File: src/rtl/regfile_pkg.sv
// regfile_sb shared defaults and types.
// Define REGFILE_BYPASS_EN for same-cycle writeback forwarding.
package regfile_pkg;

    localparam int XLEN   = 32;
    localparam int NREG   = 32;
    localparam int AW     = $clog2(NREG);
    localparam int PEND_W = 2;

    typedef logic [XLEN-1:0]   word_t;
    typedef logic [AW-1:0]     reg_idx_t;
    typedef logic [PEND_W-1:0] pend_t;

    localparam pend_t PEND_MAX = {PEND_W{1'b1}};

endpackage

File: src/rtl/regfile_pend_ctr.sv
// Saturating pending-write counter for one register.
// Holds at full on inc and at zero on dec; inc+dec together cancel.
module regfile_pend_ctr #(
    parameter int W = regfile_pkg::PEND_W
) (
    input  logic         CLK,
    input  logic         RST_N,
    input  logic         inc,
    input  logic         dec,
    output logic [W-1:0] count,
    output logic         nonzero,
    output logic         full
);
    import regfile_pkg::*;

    logic up;
    logic dn;

    assign nonzero = (count != '0);
    assign full    = &count;
    assign up      = inc && !full;
    assign dn      = dec && nonzero;

    always_ff @(posedge CLK or negedge RST_N) begin
        if (!RST_N) begin
            count <= '0;
        end else if (up && !dn) begin
            count <= count + W'(1);
        end else if (dn && !up) begin
            count <= count - W'(1);
        end
    end

endmodule

File: src/rtl/regfile_sb.sv
// Register file with per-register pending-write scoreboard.
// Define REGFILE_BYPASS_EN to forward writeback data/busy to readers.
module regfile_sb #(
    parameter int XLEN   = regfile_pkg::XLEN,
    parameter int NREG   = regfile_pkg::NREG,
    parameter int AW     = $clog2(NREG),
    parameter int PEND_W = regfile_pkg::PEND_W
) (
    input  logic            CLK,
    input  logic            RST_N,
    input  logic [AW-1:0]   rs1,
    input  logic [AW-1:0]   rs2,
    output logic [XLEN-1:0] RFrs1,
    output logic [XLEN-1:0] RFrs2,
    output logic            rs1_busy,
    output logic            rs2_busy,
    input  logic            iss_valid,
    input  logic [AW-1:0]   iss_rd,
    output logic            iss_ready,
    input  logic [AW-1:0]   rd,
    input  logic [XLEN-1:0] DataWr,
    input  logic            RFWr,
    output logic            wb_err
);
    import regfile_pkg::*;

    logic [XLEN-1:0]             rf [NREG];
    logic [NREG-1:0][PEND_W-1:0] cnt;
    logic [NREG-1:0]             nz;
    logic [NREG-1:0]             full;
    logic                        wr_en;
    logic                        iss_acc;

    assign wr_en     = RFWr && (rd != '0);
    assign iss_ready = (iss_rd == '0) || !full[iss_rd];
    assign iss_acc   = iss_valid && iss_ready;

    // x0 has no counter: never busy, never full
    assign cnt[0]  = '0;
    assign nz[0]   = 1'b0;
    assign full[0] = 1'b0;

    for (genvar i = 1; i < NREG; i++) begin : g_ctr
        regfile_pend_ctr #(
            .W(PEND_W)
        ) u_ctr (
            .CLK    (CLK),
            .RST_N  (RST_N),
            .inc    (iss_acc && (iss_rd == AW'(i))),
            .dec    (wr_en && (rd == AW'(i))),
            .count  (cnt[i]),
            .nonzero(nz[i]),
            .full   (full[i])
        );
    end

    always_ff @(posedge CLK or negedge RST_N) begin
        if (!RST_N) begin
            for (int i = 0; i < NREG; i++) begin
                rf[i] <= '0;
            end
        end else if (wr_en) begin
            rf[rd] <= DataWr;
        end
    end

    always_ff @(posedge CLK or negedge RST_N) begin
        if (!RST_N) begin
            wb_err <= 1'b0;
        end else if (wr_en && !nz[rd]) begin
            wb_err <= 1'b1;
        end
    end

    logic [XLEN-1:0] rd1;
    logic [XLEN-1:0] rd2;
    logic            bz1;
    logic            bz2;

    assign rd1 = (rs1 == '0) ? '0 : rf[rs1];
    assign rd2 = (rs2 == '0) ? '0 : rf[rs2];
    assign bz1 = (rs1 != '0) && (cnt[rs1] != '0);
    assign bz2 = (rs2 != '0) && (cnt[rs2] != '0);

`ifdef REGFILE_BYPASS_EN
    logic hit1;
    logic hit2;

    assign hit1 = wr_en && (rd == rs1);
    assign hit2 = wr_en && (rd == rs2);

    // a hit reader sees the retire as already done
    assign RFrs1    = hit1 ? DataWr : rd1;
    assign RFrs2    = hit2 ? DataWr : rd2;
    assign rs1_busy = hit1 ? (cnt[rs1] > PEND_W'(1)) : bz1;
    assign rs2_busy = hit2 ? (cnt[rs2] > PEND_W'(1)) : bz2;
`else
    assign RFrs1    = rd1;
    assign RFrs2    = rd2;
    assign rs1_busy = bz1;
    assign rs2_busy = bz2;
`endif

endmodule

File: config.mk
export PLATFORM = sky130hd
export DESIGN_NAME = regfile_sb
export DESIGN_NICKNAME = d
export VERILOG_FILES = /design/src/rtl/regfile_pkg.sv /design/src/rtl/regfile_pend_ctr.sv /design/src/rtl/regfile_sb.sv
export SDC_FILE = /design/constraint.sdc
export NUM_CORES = 2
export LEC_CHECK = 0
export BUFFER_PORTS_ARGS = -buffer_cell sky130_fd_sc_hd__buf_2
export CORE_MARGIN = 5
export CORE_UTILIZATION = 39
export DETAILED_ROUTE_END_ITERATION = 8
export GPL_TIMING_DRIVEN = 0
export HOLD_SLACK_MARGIN = 0.12
export PLACE_DENSITY = 0.54
export SYNTH_ARGS = -nofsm -noshare
export SYNTH_HDL_FRONTEND = slang
export SYNTH_SLANG_ARGS = --single-unit
File: constraint.sdc
create_clock -name CLK -period 5.1 [get_ports CLK]
set_input_delay 0.765 -clock CLK [delete_from_list [all_inputs] [get_ports CLK]]
set_output_delay 0.765 -clock CLK [all_outputs]
set_load 0.005 [all_outputs]
# ---- Word level (Yosys, flattened, before mapping)
# Index checks and enable logic that the tools add are counted.
dict set report op_classes {
  n_reduce_logical 389
  addsub 62
  n_mux 81
  n_bitwise 3
  eq_ne 62
  order_cmp 8
}
# cell n
set op_table {}
lappend op_table {{1024-bit bitwise mux} 1}
lappend op_table {{32-bit binary-select mux with 5-bit select} 2}
lappend op_table {{32-bit two-way mux} 7}
lappend op_table {{1-bit logical AND} 192}
lappend op_table {{32-bit demux with 5-bit select} 1}
lappend op_table {{5-bit equality test (second input constant)} 32}
lappend op_table {{2-bit two-way mux} 64}
lappend op_table {{2-bit nonzero test} 64}
lappend op_table {{1-bit logical NOT} 95}
lappend op_table {{5-bit by 4-bit equality test with 1-bit output (second input constant)} 16}
lappend op_table {{2-bit by 1-bit adder with 2-bit output (second input constant)} 31}
lappend op_table {{2-bit AND reduction} 31}
lappend op_table {{2-bit by 1-bit subtractor with 2-bit output (second input constant)} 31}
lappend op_table {{5-bit by 3-bit equality test with 1-bit output (second input constant)} 8}
lappend op_table {{5-bit by 6-bit less-than comparator with 1-bit output (second input constant)} 4}
lappend op_table {{2-bit binary-select mux with 5-bit select} 2}
lappend op_table {{5-bit by 2-bit equality test with 1-bit output (second input constant)} 4}
lappend op_table {{6-bit greater-or-equal comparator (second input constant)} 3}
lappend op_table {{5-bit NOT with 6-bit output} 3}
lappend op_table {{5-bit logical NOT} 3}
lappend op_table {{5-bit nonzero test} 3}
lappend op_table {{1-bit binary-select mux with 5-bit select} 2}
lappend op_table {{5-bit by 1-bit equality test with 1-bit output (second input constant)} 2}
lappend op_table {{6-bit by 1-bit less-than comparator with 1-bit output (second input constant)} 1}
lappend op_table {{other kinds (2)} 3}
dict set report word_totals {
  in_bits 56
  regBits 1087
  elab_cells 669
  output_inout_bits 68
}

# ---- Depth between registers and ports, before layout
dict set report logic_depth {
  depth_word 12
  ltp_mapped 11
  mapped_depth_nobuf 9
}

# ---- Modules after synthesis
# Synthesis repeated with hierarchy kept, for this count alone.
dict set report unflattened {
  cells_unflattened 4657
  hier_area_um2 59414.5
}
# mod seq_area_each_um2 cells_per_inst n_inst area_per_inst_um2
set by_module_without_submodules {}
lappend by_module_without_submodules {regfile_sb 25649.6 4316 1 55807.3}
lappend by_module_without_submodules {regfile_pend_ctr 50.0 11 31 116.4}

# ---- Worst setup path after synthesis
# OpenSTA, ideal clock, no wires.
dict set report synth_timing {
  path_type {in2out}
  startpoint {in rs1[1]}
  endpoint {out RFrs1[11]}
  stages 7
  path_slack_ps 1902
  required_time_ps 4335
  n_path_buf 3
  arrival_ps 2433
  cell_sequence {buf_2 > clkbuf_1 > clkbuf_1 > mux4_2 > mux4_2 > nand2_1 > o21ai_1}
}
dict set report synth_between {
  elab_chain_len 5
  elab_cells_between_ends 6
  cone_classes {mux: 4; bitwise: 1; reduce/logical: 1}
}
# element line
set synth_rtl {}
lappend synth_rtl {{start: declaration} regfile_sb.sv:11} ;# input logic [AW-1:0] rs1,
lappend synth_rtl {{5-bit NOT with 6-bit output (not written as such)} regfile_sb.sv:80} ;# assign rd1 = (rs1 == '0) ? '0 : rf[rs1];
lappend synth_rtl {{32-bit binary-select mux with 5-bit select} regfile_sb.sv:80}
lappend synth_rtl {{32-bit two-way mux (not written as such) (2 in series)} regfile_sb.sv:80}
lappend synth_rtl {{32-bit two-way mux (*)} regfile_sb.sv:80}
lappend synth_rtl {{end: declaration} regfile_sb.sv:13} ;# output logic [XLEN-1:0] RFrs1,
# Every way passes the cells marked *; elsewhere a longest branch is shown, timed or not. The select of a mux whose other input is x is not followed.

# ---- Worst setup path after layout
dict set report layout_timing {
  startpoint {in rs1[1]}
  endpoint {out RFrs1[22]}
}
# The elaborated chain is that of the path after synthesis.

==> impl_metrics.yaml <==
clock_network:
  clockRootBuffer: "clkbuf_16"
  clk_pin_slew_ps: 60
  htree_levels: 3
  cts.sinks: 1087
  clk_path_buf_depth: 3
  cts_tree: "yes"
  worstSkewPairLatency_ps: 760
  numCtsBuffers: 121
  post_cts_buffers: 0
floorplanning:
  core_um2: 150000
  initial_core_util_pct: 39.3
  rows: 142
  die_area_um2: 159000
  io_pins: 124
  die_x_um: 399
  fp.dieH_um: 399
placed_design:
  place_congestion: 0.901
  numPortBuffers: 108
  pre_cts_ws_ps: 83.7
  dp_hpwl_um: 152000
finish:
  most-common-layout-cells: "1,087 x dfrtp_1, 990 x mux2_2, 656 x mux4_2"
  final_util_pct: 44.2
  nets: 4114
  area_growth_pct: 12.7
  drive_above_1_share_pct: 52.0
  layout_commonest_cell: "dfrtp_1"
  fillers: 13590
sta:
  setup_tns_ps: 0
  max_freq_mhz: 198
  slew-limit-headroom_pct: -4.16
  drv_slew: 33
  skew_ps: 33.8
  postLayoutSetupSlackWorst_ps: 58.5
  post-route-min-period_ps: 5040
  rsz0062_at_grt: "false"
  finalCritPeriodShare_pct: 98.9
  setup_viol: 0
  hold_violations: 0
  whs_ps: 290
  worst_pin_slew_ps: 1560
worst_setup_path:
  arrival_ps: 4280
  startpoint_type: "input pin"
  r2r_cells: 6
  cp_cell_sequence: "buf_2 -> clkbuf_1 -> clkbuf_1 -> mux4_2 -> mux4_2 -> nand2_1 -> o21ai_1 -> buf_2"
  r2r_slack_ps: 3180
  path_class: "in2out"
  critPathMaxStageDelay_ps: 850
  required_ps: 4340
  cp_top_family: "buffers and inverters"
  cp_slowest_cell: "clkbuf_1"
  r2r_start: "g_ctr[14].u_ctr.count[0]$_DFFE_PN0P_"
  critPathBufInv: 4
  r2r_end: "g_ctr[14].u_ctr.count[1]$_DFFE_PN0P_"
  worstPathMaxFanout: 10
  critPathCaptureType: "output port"
pwr:
  p_seq_share_pct: 43.0
  pwr-share-clk_pct: 33.4
  p_sw_uw: 8210
  p_leak_uw: 0.0281
  powerDensity_nw_per_um2: 416
  swShare_pct: 29.8
  pwr-share-comb_pct: 23.6
  ir_drop_mv: 0.290
  intPower_uw: 19400
  finalPower_uw: 27600
run:
  maxCapViolCount: 3
grt:
  grt_pass1_wl_um: 302000
  grtUsageTotal_pct: 27.0
  grt_antenna_before_repair: 21
  gr-total-overflow: 0
  grt_max_degree: 157
  grt_pass1_vias: 38624
drt:
  drc: 0
  totalWireLength_um: 215000
  dr.first_iter.drc_count: 3786
  wire_per_inst_um: 34.9
  via_count: 37815
  viasPerCell: 6.15
  ant_nets: 0
  firstDrtPassIters: 6
synthesis:
  yosys_warnings: 0
  synth_ff_type: "dfrtp_1"
  postSynthNetCount: 3873
  yosys.area.top_type: "dfrtp_1"
  yosysSeqAreaShare_pct: 46.2
  avgSynthCellArea_um2: 15.6
  postSynthCellCount: 3786
  synthDistinctLibCells: 54
  synth_area_leaders: "dfrtp_1 46%, mux4_2 25%, mux2_2 19%"
  synth_top_area_share_pct: 46.2
  synthArstFlopShare_pct: 100
  synth-seq-cells: 1087
  synth_area_um2: 58900
  synth_edf_count: 0
min_path:
  hold_end: "rf[293]$_DFFE_PN0P_"
  min-delay-start: "DataWr[5]"
  hp-class: "in2reg"
  hold_depth: 2
outcome:
  violations: "max-capacitance violations, max-slew violations"
  status: "finished with violations"
-- synth_stat cells (4+ instances only) --
library cell and instances:
clkbuf_1 198, nand2b_1 4, a311oi_1 4, mux4_2 656
buf_2 124, dfrtp_1 1087, buf_1 45, nand3b_1 5
mux2_2 990, mux2_1 4, buf_4 29, or3_1 14
buf_6 18, o21ai_0 17, nor3b_1 9, o21ai_1 64
mux2i_1 4, nand4_1 5, a31oi_1 4, nor2_1 89
nor2b_1 4, a2111oi_0 7, ha_1 31, nand3_1 23
xnor2_1 31, inv_1 71, nand2_1 101, xor2_1 62
a211oi_1 21, or2_2 13, a21oi_1 8, nor3_1 9
-- registers in the layout, indices dropped and copies added (netlist names) --
register           flops
rf                  1024
g_ctr.u_ctr.count     62
wb_err                 1
-- layout make-up --
| type | count | area (um2) | area share [%] |
|---|---|---|---|
| multi-input combinational | 2214 | 29500 | 44.4 |
| tap | 2016 | 2520 | 3.80 |
| buffer | 414 | 1960 | 2.95 |
| clock buffer | 173 | 3440 | 5.19 |
| clock inverter | 46 | 666 | 1.00 |
| antenna | 12 | 30.0 | 0.0453 |
| inverter | 71 | 267 | 0.402 |
| timing repair buffer | 118 | 788 | 1.19 |
| sequential | 1087 | 27200 | 41.0 |
-- metrics by stage --
stage	cells	instance area, um2
floorplan	3786	58900
global placement	5910	61900
detailed placement	5919	62200
CTS	6139	66300
global route	6143	66300
finish	6151	66300
-- power by group through the flow --
stage                     registers [uW]  logic (uW)  clock network (uW)
after floorplan                    11500        4510                   0
after global placement             11900        6320                   0
after detailed placement           11900        6440                   0
final                              11900        6500                9220
after global routing               12100        6890                9710
after CTS                          11800        6460                9380
-- worst max-delay path by stage --
stage | cells past startpoint | startpoint | end
after floorplan | 7 | rs1[1] | RFrs1[11]
after global placement | 1 | RST_N | rf[1003]$_DFFE_PN0P_
after detailed placement | 8 | rs1[1] | RFrs1[21]
after CTS | 8 | rs1[1] | RFrs1[21]
after global routing | 8 | rs1[1] | RFrs1[21]
final | 8 | rs1[1] | RFrs1[22]
-- kinds of logic (layout without fill, tap and decap cells) --
kind of cell	after synthesis	after routing	share of synthesized area [%]
mux	1655	1655	44.2
flops	1087	1087	46.2
buf+inv	485	822	3.77
simple gates	287	287	2.23
compound gates	148	148	1.56
xor+xnor	93	93	1.38
fa+ha+maj	31	31	0.659
other cells	0	12	0
-- metal layers --
layer / GRT usage, % / share of wire (%) / vias up
met5: 0 / 0 / -
li1: - / - / 14998
met4: 10.3 / 4.0 / 0
met2: 40.9 / 45 / 1556
met3: 6.39 / 8.1 / 364
met1: 38.1 / 43 / 20897
-- what timing repair did --
action                                  4_1_cts  5_1_grt
gates resized for setup                       0        3
hold buffers                                  1        0
endpoints found under the setup margin        0        1
endpoints found under the hold margin        85        0
Note: power is estimated with default switching activity, not from simulation.
